<file path="src/rtl/decode_pkg.sv">
// Shared decode constants for the repeat-string sequencer: FSM states, REP prefix codes,
// ECX writeback target and operand size.
package decode_pkg;

    typedef enum logic [2:0] {
        ST_IDLE       = 3'd0,
        ST_LOAD       = 3'd1,
        ST_ISSUE      = 3'd2,
        ST_WAIT_ZF    = 3'd3,
        ST_WAIT_DRAIN = 3'd4
    } rep_state_t;

    localparam logic [1:0] REP_NONE = 2'b00;
    localparam logic [1:0] REP_E    = 2'b01;
    localparam logic [1:0] REP_NE   = 2'b10;

    localparam logic [2:0] ECX_REG    = 3'b001;
    localparam logic [2:0] DWORD_SIZE = 3'd3;

    // REPE/REP stops on ZF=0, REPNE stops on ZF=1.
    function automatic logic zf_terminates(input logic [1:0] rep, input logic zf);
        return ((rep == REP_E) && !zf) || ((rep == REP_NE) && zf);
    endfunction

endpackage

</file>
<file path="src/rtl/rep_sequencer_if.sv">
// Decoded-instruction, issue and ECX-writeback handshakes of the repeat-string sequencer.
// master = sequencer side, slave = surrounding pipeline.
interface rep_sequencer_if;
    logic        in_valid;
    logic        in_ready;
    logic [1:0]  in_rep;
    logic        in_string;
    logic        in_zf_check;
    logic        out_valid;
    logic        out_ready;
    logic        out_last;
    logic        out_idle;
    logic        wb_valid;
    logic [2:0]  wb_reg;
    logic [31:0] wb_data;
    logic [2:0]  wb_size;

    modport master (
        input  in_valid, in_rep, in_string, in_zf_check, out_ready, out_idle,
        output in_ready, out_valid, out_last, wb_valid, wb_reg, wb_data, wb_size
    );

    modport slave (
        output in_valid, in_rep, in_string, in_zf_check, out_ready, out_idle,
        input  in_ready, out_valid, out_last, wb_valid, wb_reg, wb_data, wb_size
    );
endinterface

</file>
<file path="src/rtl/rep_counter.sv">
// Remaining-iteration counter for the repeat-string sequencer: load from ECX,
// decrement per accepted iteration, zero/one compares.
module rep_counter (
    input  logic        clk,
    input  logic        reset,
    input  logic        clear,
    input  logic        load,
    input  logic        dec,
    input  logic [31:0] load_val,
    output logic [31:0] count,
    output logic [31:0] count_dec,
    output logic        load_is_zero,
    output logic        is_one
);

    always_ff @(posedge clk) begin
        if (reset || clear) begin
            count <= '0;
        end else if (load) begin
            count <= load_val;
        end else if (dec) begin
            count <= count_dec;
        end
    end

    assign count_dec    = count - 32'd1;
    assign is_one       = (count == 32'd1);
    assign load_is_zero = (load_val == '0);

endmodule

</file>
<file path="src/rtl/rep_sequencer.sv">
// REP-prefixed string instruction sequencer: expands one decoded instruction into ECX
// iterations with ECX writeback. Optional ZF termination under `REP_ZF_TERMINATE_EN.
module rep_sequencer
    import decode_pkg::*;
#(
    parameter logic SINGLE_TXN = 1'b0
) (
    input  logic            clk,
    input  logic            reset,
    input  logic            flush,
    rep_sequencer_if.master bus,
    input  logic [31:0]     ecx_in,
    input  logic            ecx_valid,
    input  logic            zf_in,
    input  logic            zf_valid,
    input  logic            pending_int,
    output logic            hold_int,
    output logic            int_yield,
    output logic            busy
);

    rep_state_t  state;
    rep_state_t  state_nxt;
    logic        valid_held;
    logic        wb_valid_q;
    logic [31:0] wb_data_q;
    logic        int_yield_q;
    logic        busy_q;

    logic        is_rep_req;
    logic        accept;
    logic        yield_now;
    logic        cnt_load;
    logic [31:0] count;
    logic [31:0] count_dec;
    logic        load_is_zero;
    logic        cnt_is_one;
    logic        zf_active;
    logic        zf_ready;
    logic        zf_term;

`ifdef REP_ZF_TERMINATE_EN
    assign zf_active = bus.in_zf_check;
    assign zf_ready  = zf_valid;
    assign zf_term   = zf_valid && zf_terminates(bus.in_rep, zf_in);
`else
    logic unused_zf;
    assign zf_active = 1'b0;
    assign zf_ready  = 1'b1;
    assign zf_term   = 1'b0;
    assign unused_zf = ^{zf_in, zf_valid, bus.in_zf_check};
`endif

    assign is_rep_req = bus.in_string && (bus.in_rep != REP_NONE);
    assign accept     = (state == ST_ISSUE) && bus.out_valid && bus.out_ready;
    assign cnt_load   = (state == ST_LOAD) && ecx_valid && !flush;
    assign yield_now  = !flush && pending_int &&
                        (((state == ST_ISSUE) && !accept) || (state == ST_WAIT_DRAIN));

    rep_counter u_counter (
        .clk          (clk),
        .reset        (reset),
        .clear        (flush),
        .load         (cnt_load),
        .dec          (accept),
        .load_val     (ecx_in),
        .count        (count),
        .count_dec    (count_dec),
        .load_is_zero (load_is_zero),
        .is_one       (cnt_is_one)
    );

    always_comb begin
        bus.out_valid = 1'b0;
        bus.in_ready  = 1'b0;
        bus.out_last  = 1'b0;
        hold_int      = 1'b0;
        unique case (state)
            ST_IDLE: begin
                if (!is_rep_req) begin
                    bus.out_valid = bus.in_valid;
                    bus.in_ready  = bus.out_ready;
                    bus.out_last  = 1'b1;
                end
            end
            ST_LOAD: begin
                hold_int     = 1'b1;
                bus.in_ready = ecx_valid && load_is_zero;
            end
            ST_ISSUE: begin
                // A fresh issue yields to a pending interrupt; an outstanding one is only
                // withdrawn if the consumer is not taking it this cycle.
                bus.out_valid = valid_held ? !(pending_int && !bus.out_ready) : !pending_int;
                bus.out_last  = cnt_is_one;
                hold_int      = bus.out_valid && !bus.out_ready;
                bus.in_ready  = bus.out_valid && bus.out_ready && cnt_is_one;
            end
            ST_WAIT_ZF: begin
                bus.in_ready = zf_term;
            end
            default: ;
        endcase
        if (flush) begin
            bus.out_valid = 1'b0;
            bus.in_ready  = 1'b0;
        end
    end

    always_comb begin
        state_nxt = state;
        unique case (state)
            ST_IDLE: begin
                if (bus.in_valid && is_rep_req) state_nxt = ST_LOAD;
            end
            ST_LOAD: begin
                if (ecx_valid) state_nxt = load_is_zero ? ST_IDLE : ST_ISSUE;
            end
            ST_ISSUE: begin
                if (accept) begin
                    if (cnt_is_one)      state_nxt = ST_IDLE;
                    else if (zf_active)  state_nxt = ST_WAIT_ZF;
                    else if (SINGLE_TXN) state_nxt = ST_WAIT_DRAIN;
                end else if (pending_int) begin
                    state_nxt = ST_IDLE;
                end
            end
            ST_WAIT_ZF: begin
                if (zf_term)       state_nxt = ST_IDLE;
                else if (zf_ready) state_nxt = SINGLE_TXN ? ST_WAIT_DRAIN : ST_ISSUE;
            end
            ST_WAIT_DRAIN: begin
                if (pending_int)       state_nxt = ST_IDLE;
                else if (bus.out_idle) state_nxt = ST_ISSUE;
            end
            default: state_nxt = ST_IDLE;
        endcase
        if (flush) state_nxt = ST_IDLE;
    end

    always_ff @(posedge clk) begin
        if (reset) begin
            state       <= ST_IDLE;
            valid_held  <= 1'b0;
            wb_valid_q  <= 1'b0;
            wb_data_q   <= '0;
            int_yield_q <= 1'b0;
            busy_q      <= 1'b0;
        end else begin
            state       <= state_nxt;
            valid_held  <= (state == ST_ISSUE) && bus.out_valid && !bus.out_ready && !flush;
            wb_valid_q  <= accept;
            int_yield_q <= yield_now;
            busy_q      <= (state_nxt != ST_IDLE);
            if (accept) wb_data_q <= count_dec;
        end
    end

    assign bus.wb_valid = wb_valid_q && !flush;
    assign bus.wb_data  = wb_data_q;
    assign bus.wb_reg   = ECX_REG;
    assign bus.wb_size  = DWORD_SIZE;
    assign int_yield    = int_yield_q && !flush;
    assign busy         = busy_q;

endmodule
</file>
<file path="src/flat_wrapper.sv">
// flat-port wrapper written by rule: the top's interface ports become plain ports
module rep_sequencer_flat import decode_pkg::*;
#(
    parameter logic SINGLE_TXN = 1'b0
)
  (clk, reset, flush, ecx_in, ecx_valid, zf_in, zf_valid, pending_int, hold_int, int_yield, busy, bus_in_valid, bus_in_rep, bus_in_string, bus_in_zf_check, bus_out_ready, bus_out_idle, bus_in_ready, bus_out_valid, bus_out_last, bus_wb_valid, bus_wb_reg, bus_wb_data, bus_wb_size);
  rep_sequencer_if bus_i ();
  input  logic clk;
  input  logic reset;
  input  logic flush;
  input  logic [31:0] ecx_in;
  input  logic ecx_valid;
  input  logic zf_in;
  input  logic zf_valid;
  input  logic pending_int;
  output logic hold_int;
  output logic int_yield;
  output logic busy;
  input wire logic [$bits(bus_i.in_valid)-1:0] bus_in_valid;
  input wire logic [$bits(bus_i.in_rep)-1:0] bus_in_rep;
  input wire logic [$bits(bus_i.in_string)-1:0] bus_in_string;
  input wire logic [$bits(bus_i.in_zf_check)-1:0] bus_in_zf_check;
  input wire logic [$bits(bus_i.out_ready)-1:0] bus_out_ready;
  input wire logic [$bits(bus_i.out_idle)-1:0] bus_out_idle;
  output wire logic [$bits(bus_i.in_ready)-1:0] bus_in_ready;
  output wire logic [$bits(bus_i.out_valid)-1:0] bus_out_valid;
  output wire logic [$bits(bus_i.out_last)-1:0] bus_out_last;
  output wire logic [$bits(bus_i.wb_valid)-1:0] bus_wb_valid;
  output wire logic [$bits(bus_i.wb_reg)-1:0] bus_wb_reg;
  output wire logic [$bits(bus_i.wb_data)-1:0] bus_wb_data;
  output wire logic [$bits(bus_i.wb_size)-1:0] bus_wb_size;
  assign bus_i.in_valid = bus_in_valid;
  assign bus_i.in_rep = bus_in_rep;
  assign bus_i.in_string = bus_in_string;
  assign bus_i.in_zf_check = bus_in_zf_check;
  assign bus_i.out_ready = bus_out_ready;
  assign bus_i.out_idle = bus_out_idle;
  assign bus_in_ready = bus_i.in_ready;
  assign bus_out_valid = bus_i.out_valid;
  assign bus_out_last = bus_i.out_last;
  assign bus_wb_valid = bus_i.wb_valid;
  assign bus_wb_reg = bus_i.wb_reg;
  assign bus_wb_data = bus_i.wb_data;
  assign bus_wb_size = bus_i.wb_size;
  rep_sequencer #(.SINGLE_TXN(SINGLE_TXN)) u_core (.clk(clk), .reset(reset), .flush(flush), .bus(bus_i), .ecx_in(ecx_in), .ecx_valid(ecx_valid), .zf_in(zf_in), .zf_valid(zf_valid), .pending_int(pending_int), .hold_int(hold_int), .int_yield(int_yield), .busy(busy));
endmodule
</file>
<file path="config.mk">
export PLATFORM = sky130hd
export DESIGN_NAME = rep_sequencer_flat
export DESIGN_NICKNAME = d
export VERILOG_FILES = /design/src/rtl/decode_pkg.sv /design/src/rtl/rep_sequencer_if.sv /design/src/rtl/rep_counter.sv /design/src/rtl/rep_sequencer.sv /design/src/flat_wrapper.sv
export SDC_FILE = /design/constraint.sdc
export NUM_CORES = 1
export LEC_CHECK = 0
export ABC_AREA = 0
export CAP_MARGIN = 20
export CORE_MARGIN = 1
export CORE_UTILIZATION = 40
export CTS_BUF_LIST = sky130_fd_sc_hd__clkbuf_16
export DETAILED_ROUTE_END_ITERATION = 10
export PLACE_DENSITY = 0.76
export SYNTH_ARGS = -nofsm -noshare
export SYNTH_HDL_FRONTEND = slang
export SYNTH_SLANG_ARGS = --single-unit
export TNS_END_PERCENT = 10
</file>
<file path="constraint.sdc">
create_clock -name clk -period 2.85 [get_ports clk]
set_input_delay 0.285 -clock clk [delete_from_list [all_inputs] [get_ports clk]]
set_output_delay 0.285 -clock clk [all_outputs]
set_load 0.1 [all_outputs]
</file>
==> run_results.csv <==
group,metric,value,unit
route,drtIter0Drc,398,
hold_path,hold_class,"reg2reg",
logic_synthesis,syn_area,3784,um^2
place,portBuffers,81,
global_routing,grt_first_pass_wirelength,18720,um
route,drtPass1Iterations,8,
finish,drive_above_1_share,17.67,%
critical_path,cp-start-kind,"register",
logic_synthesis,synthArstFlopShare,0,%
route,wl_per_cell,16.42,um
global_routing,grt_usage,23.91,%
timing,hold_violations,0,
clocking,ctsHoldBuffers,0,
critical_path,crit_required,2.57,ns
global_routing,grt-busiest-layer,"met2",
timing,fin_crit,2.777,ns
timing,slew_viol_final,0,
die,die_w,99.26,um
outcome,status,"complete, but fails checks",
logic_synthesis,synth_compound_area_share,21.63,%
die,initial_core_util,41.14,%
timing,relSlewSlack,58.55,%
critical_path,end_kind,"primary output",
timing,rsz0062_at_grt,"no",
logic_synthesis,ys_warn_count,0,
critical_path,cp_max_fo,7,
route,via_per_inst,5.852,
pwr,p_leak,1.926,nW
global_routing,grt_use_met1,32.05,%
clocking,cts_tree,"yes",
logic_synthesis,yosysUniqueCellTypes,48,
route,drc_errors,2,
die,coreArea,9196,um^2
logic_synthesis,synth_xor_area_share,4.398,%
logic_synthesis,ys_seq_area_share,37.57,%
logic_synthesis,muxShareOfSynthArea,0.5291,%
clocking,clock_latency,0.34,ns
global_routing,grt_pass1_vias,3713,
place,hpwl,8067,um
die,num_rows,35,
die,dieArea,9852,um^2
clocking,cts.sinks,71,
global_routing,grt-ovfl-total,0,
route,num_vias,3962,
logic_synthesis,syn_avg_cell_area,7.834,um^2
logic_synthesis,synth_fa_ha_area_share,0.6614,%
finish,nets,609,
finish,most-common-layout-cells,"dfxtp_1, buf_4, nor2_1, nand2_1, clkdlybuf4s50_1",
timing,clock.fmax,360.1,MHz
logic_synthesis,synth_top_family_by_area,"simple AND/OR/NAND/NOR gates",
clocking,cts_buffers,9,
timing,holdWs,0.4639,ns
place,place_congestion,0.9158,
logic_synthesis,synthesis.instances,483,
global_routing,grtUsageMet2,37.87,%
pwr,power-per-cell-area,465.7,nW/um^2
finish,final_common_cell,"dfxtp_1",
timing,setup_tns,0,ns
clocking,max-clock-path-buffers,2,
clocking,ctsHtreeMaxLevel,3,
logic_synthesis,ys_seq_elements,71,
logic_synthesis,yosys.area_share.simple,29.13,%
global_routing,antenna_found_initial,0,
logic_synthesis,synth_edf_count,0,
clocking,root_buffer,"clkbuf_16",
outcome,violations,"DRC",
flow_run,cap_viol_max_count,0,
logic_synthesis,synth_flop_cell,"dfxtp_1",
die,io_pins,91,
clocking,clkTransAtPathRegs,0.06,ns
critical_path,cp.arrival,2.49,ns
timing,period_share,97.45,%
critical_path,crit_type,"reg2out",
pwr,peakVddDrop,0.2217,mV
finish,insertedDiodeCount,0,
timing,setup_viol,0,
global_routing,grt_max_degree,33,
finish,area_growth,33.33,%
timing,max_slew.worst_pin.slew,0.6061,ns
timing,fin_skew,0.009489,ns
route,ant_nets,0,
die,die_y,99.26,um
route,wl,11120,um
global_routing,use_met3,4.146,%
[registers in the layout, indices dropped and copies added, names as in the netlist]
register	count
u_core.state	3
u_core.busy	1
u_core.bus.wb_data	32
u_core.valid_held	1
u_core.u_counter.count	32
u_core.int_yield_q	1
u_core.wb_valid_q	1
[metal layers]
metal / routed length [um] / vias to the layer above
li1: - / 1917
met1: 5005 / 1846
met2: 5119 / 172
met3: 723 / 27
met4: 268 / 0
met5: 0 / -
[stage by stage]
stage	power (mW)	setup WS, ns	utilization (%)	cells	instance area (um^2)
2_1_floorplan	1.163	-0.2793	-	487	3821
3_3_place_gp	1.270	0.2420	51.12	660	4701
3_5_place_dp	1.270	0.2356	51.12	660	4701
4_1_cts	2.354	0.006720	54.64	677	5025
5_1_grt	2.422	0.002613	54.86	677	5045
6_report	2.350	0.07264	54.86	677	5045
[path summary, 6_finish.rpt]
check | startpoint | to | slack [ns] | cells past startpoint
max | u_core.u_counter.count[9]$_SDFFE_PP0P_ | bus_in_ready | 0.07 | 7
min | u_core.bus.wb_data[7]$_SDFFE_PP0N_ | u_core.bus.wb_data[7]$_SDFFE_PP0N_ | 0.46 | 2
max reg2reg | u_core.u_counter.count[13]$_SDFFE_PP0P_ | u_core.bus.wb_data[27]$_SDFFE_PP0N_ | 0.18 | 6
min reg2reg | u_core.bus.wb_data[7]$_SDFFE_PP0N_ | u_core.bus.wb_data[7]$_SDFFE_PP0N_ | 0.46 | 2
[Yosys cell counts (3+ instances only)]
library cell / n / area [um^2]
or3_1: 12 / 75.07
or4_1: 8 / 60.06
nand2_1: 44 / 165.2
nor3b_1: 4 / 30.03
nor4_1: 16 / 100.1
and2_1: 8 / 50.05
and4_1: 3 / 26.28
nor3_1: 14 / 70.07
a31oi_1: 22 / 137.6
xor2_1: 10 / 87.58
dfxtp_1: 71 / 1421
o211ai_1: 8 / 60.06
a32oi_1: 4 / 35.03
a22oi_1: 9 / 67.56
xnor2_1: 9 / 78.83
buf_4: 6 / 45.04
o21ai_0: 19 / 95.09
nand3b_1: 4 / 30.03
inv_1: 9 / 33.78
nand4_1: 6 / 37.54
nor4b_1: 6 / 52.55
or2_2: 4 / 25.02
a211oi_1: 21 / 157.7
nand3_1: 16 / 80.08
clkbuf_1: 33 / 123.9
a21oi_1: 36 / 180.2
nor2_1: 48 / 180.2
nor2b_1: 4 / 25.02
nor4_2: 3 / 37.54
[layout make-up]
type                            instances  area (um^2)
Multi-Input combinational cell        365         2230
Tap cell                              111        138.9
Sequential cell                        71         1423
Inverter                                9        33.78
Clock inverter                          7        63.81
Fill cell                             826         4151
Clock buffer                            9        225.2
Timing Repair Buffer                  105        930.9
[power by group]
| group | switching (mW) | total (mW) | internal, mW |
|---|---|---|---|
| Clock | 0.428 | 1.10 | 0.669 |
| Combinational | 0.150 | 0.253 | 0.103 |
| Sequential | 0.00419 | 1.00 | 0.995 |
| Total | 0.582 | 2.35 | 1.77 |
[critical path: stages, from the launching register on]
cell     delay [ns]
dfxtp_1        0.38
or3_1          0.49
nor4_4         0.30
nand4_1        0.20
buf_4          0.19
o21ba_2        0.21
o21ai_2        0.18
buf_12         0.20
[kinds of logic (layout without fill, tap and decap cells)]
| logic type | count (synthesis) | in the layout |
|---|---|---|
| XOR/XNOR | 19 | 19 |
| adder cells (fa/ha/maj) | 2 | 2 |
| buffers and inverters | 51 | 130 |
| AND/OR/NAND/NOR | 207 | 207 |
| multiplexers | 2 | 2 |
| AO/OA/AOI/OAI | 129 | 129 |
| other | 2 | 6 |
| flip-flops | 71 | 71 |
[what timing repair did]
| item | CTS | global route |
|---|---|---|
| pin swaps | 2 | 2 |
| buffers inserted | 1 | 0 |
| resized for setup | 5 | 4 |
| setup endpoints to repair | 1 | 2 |
(Power assumes the default switching activity.)
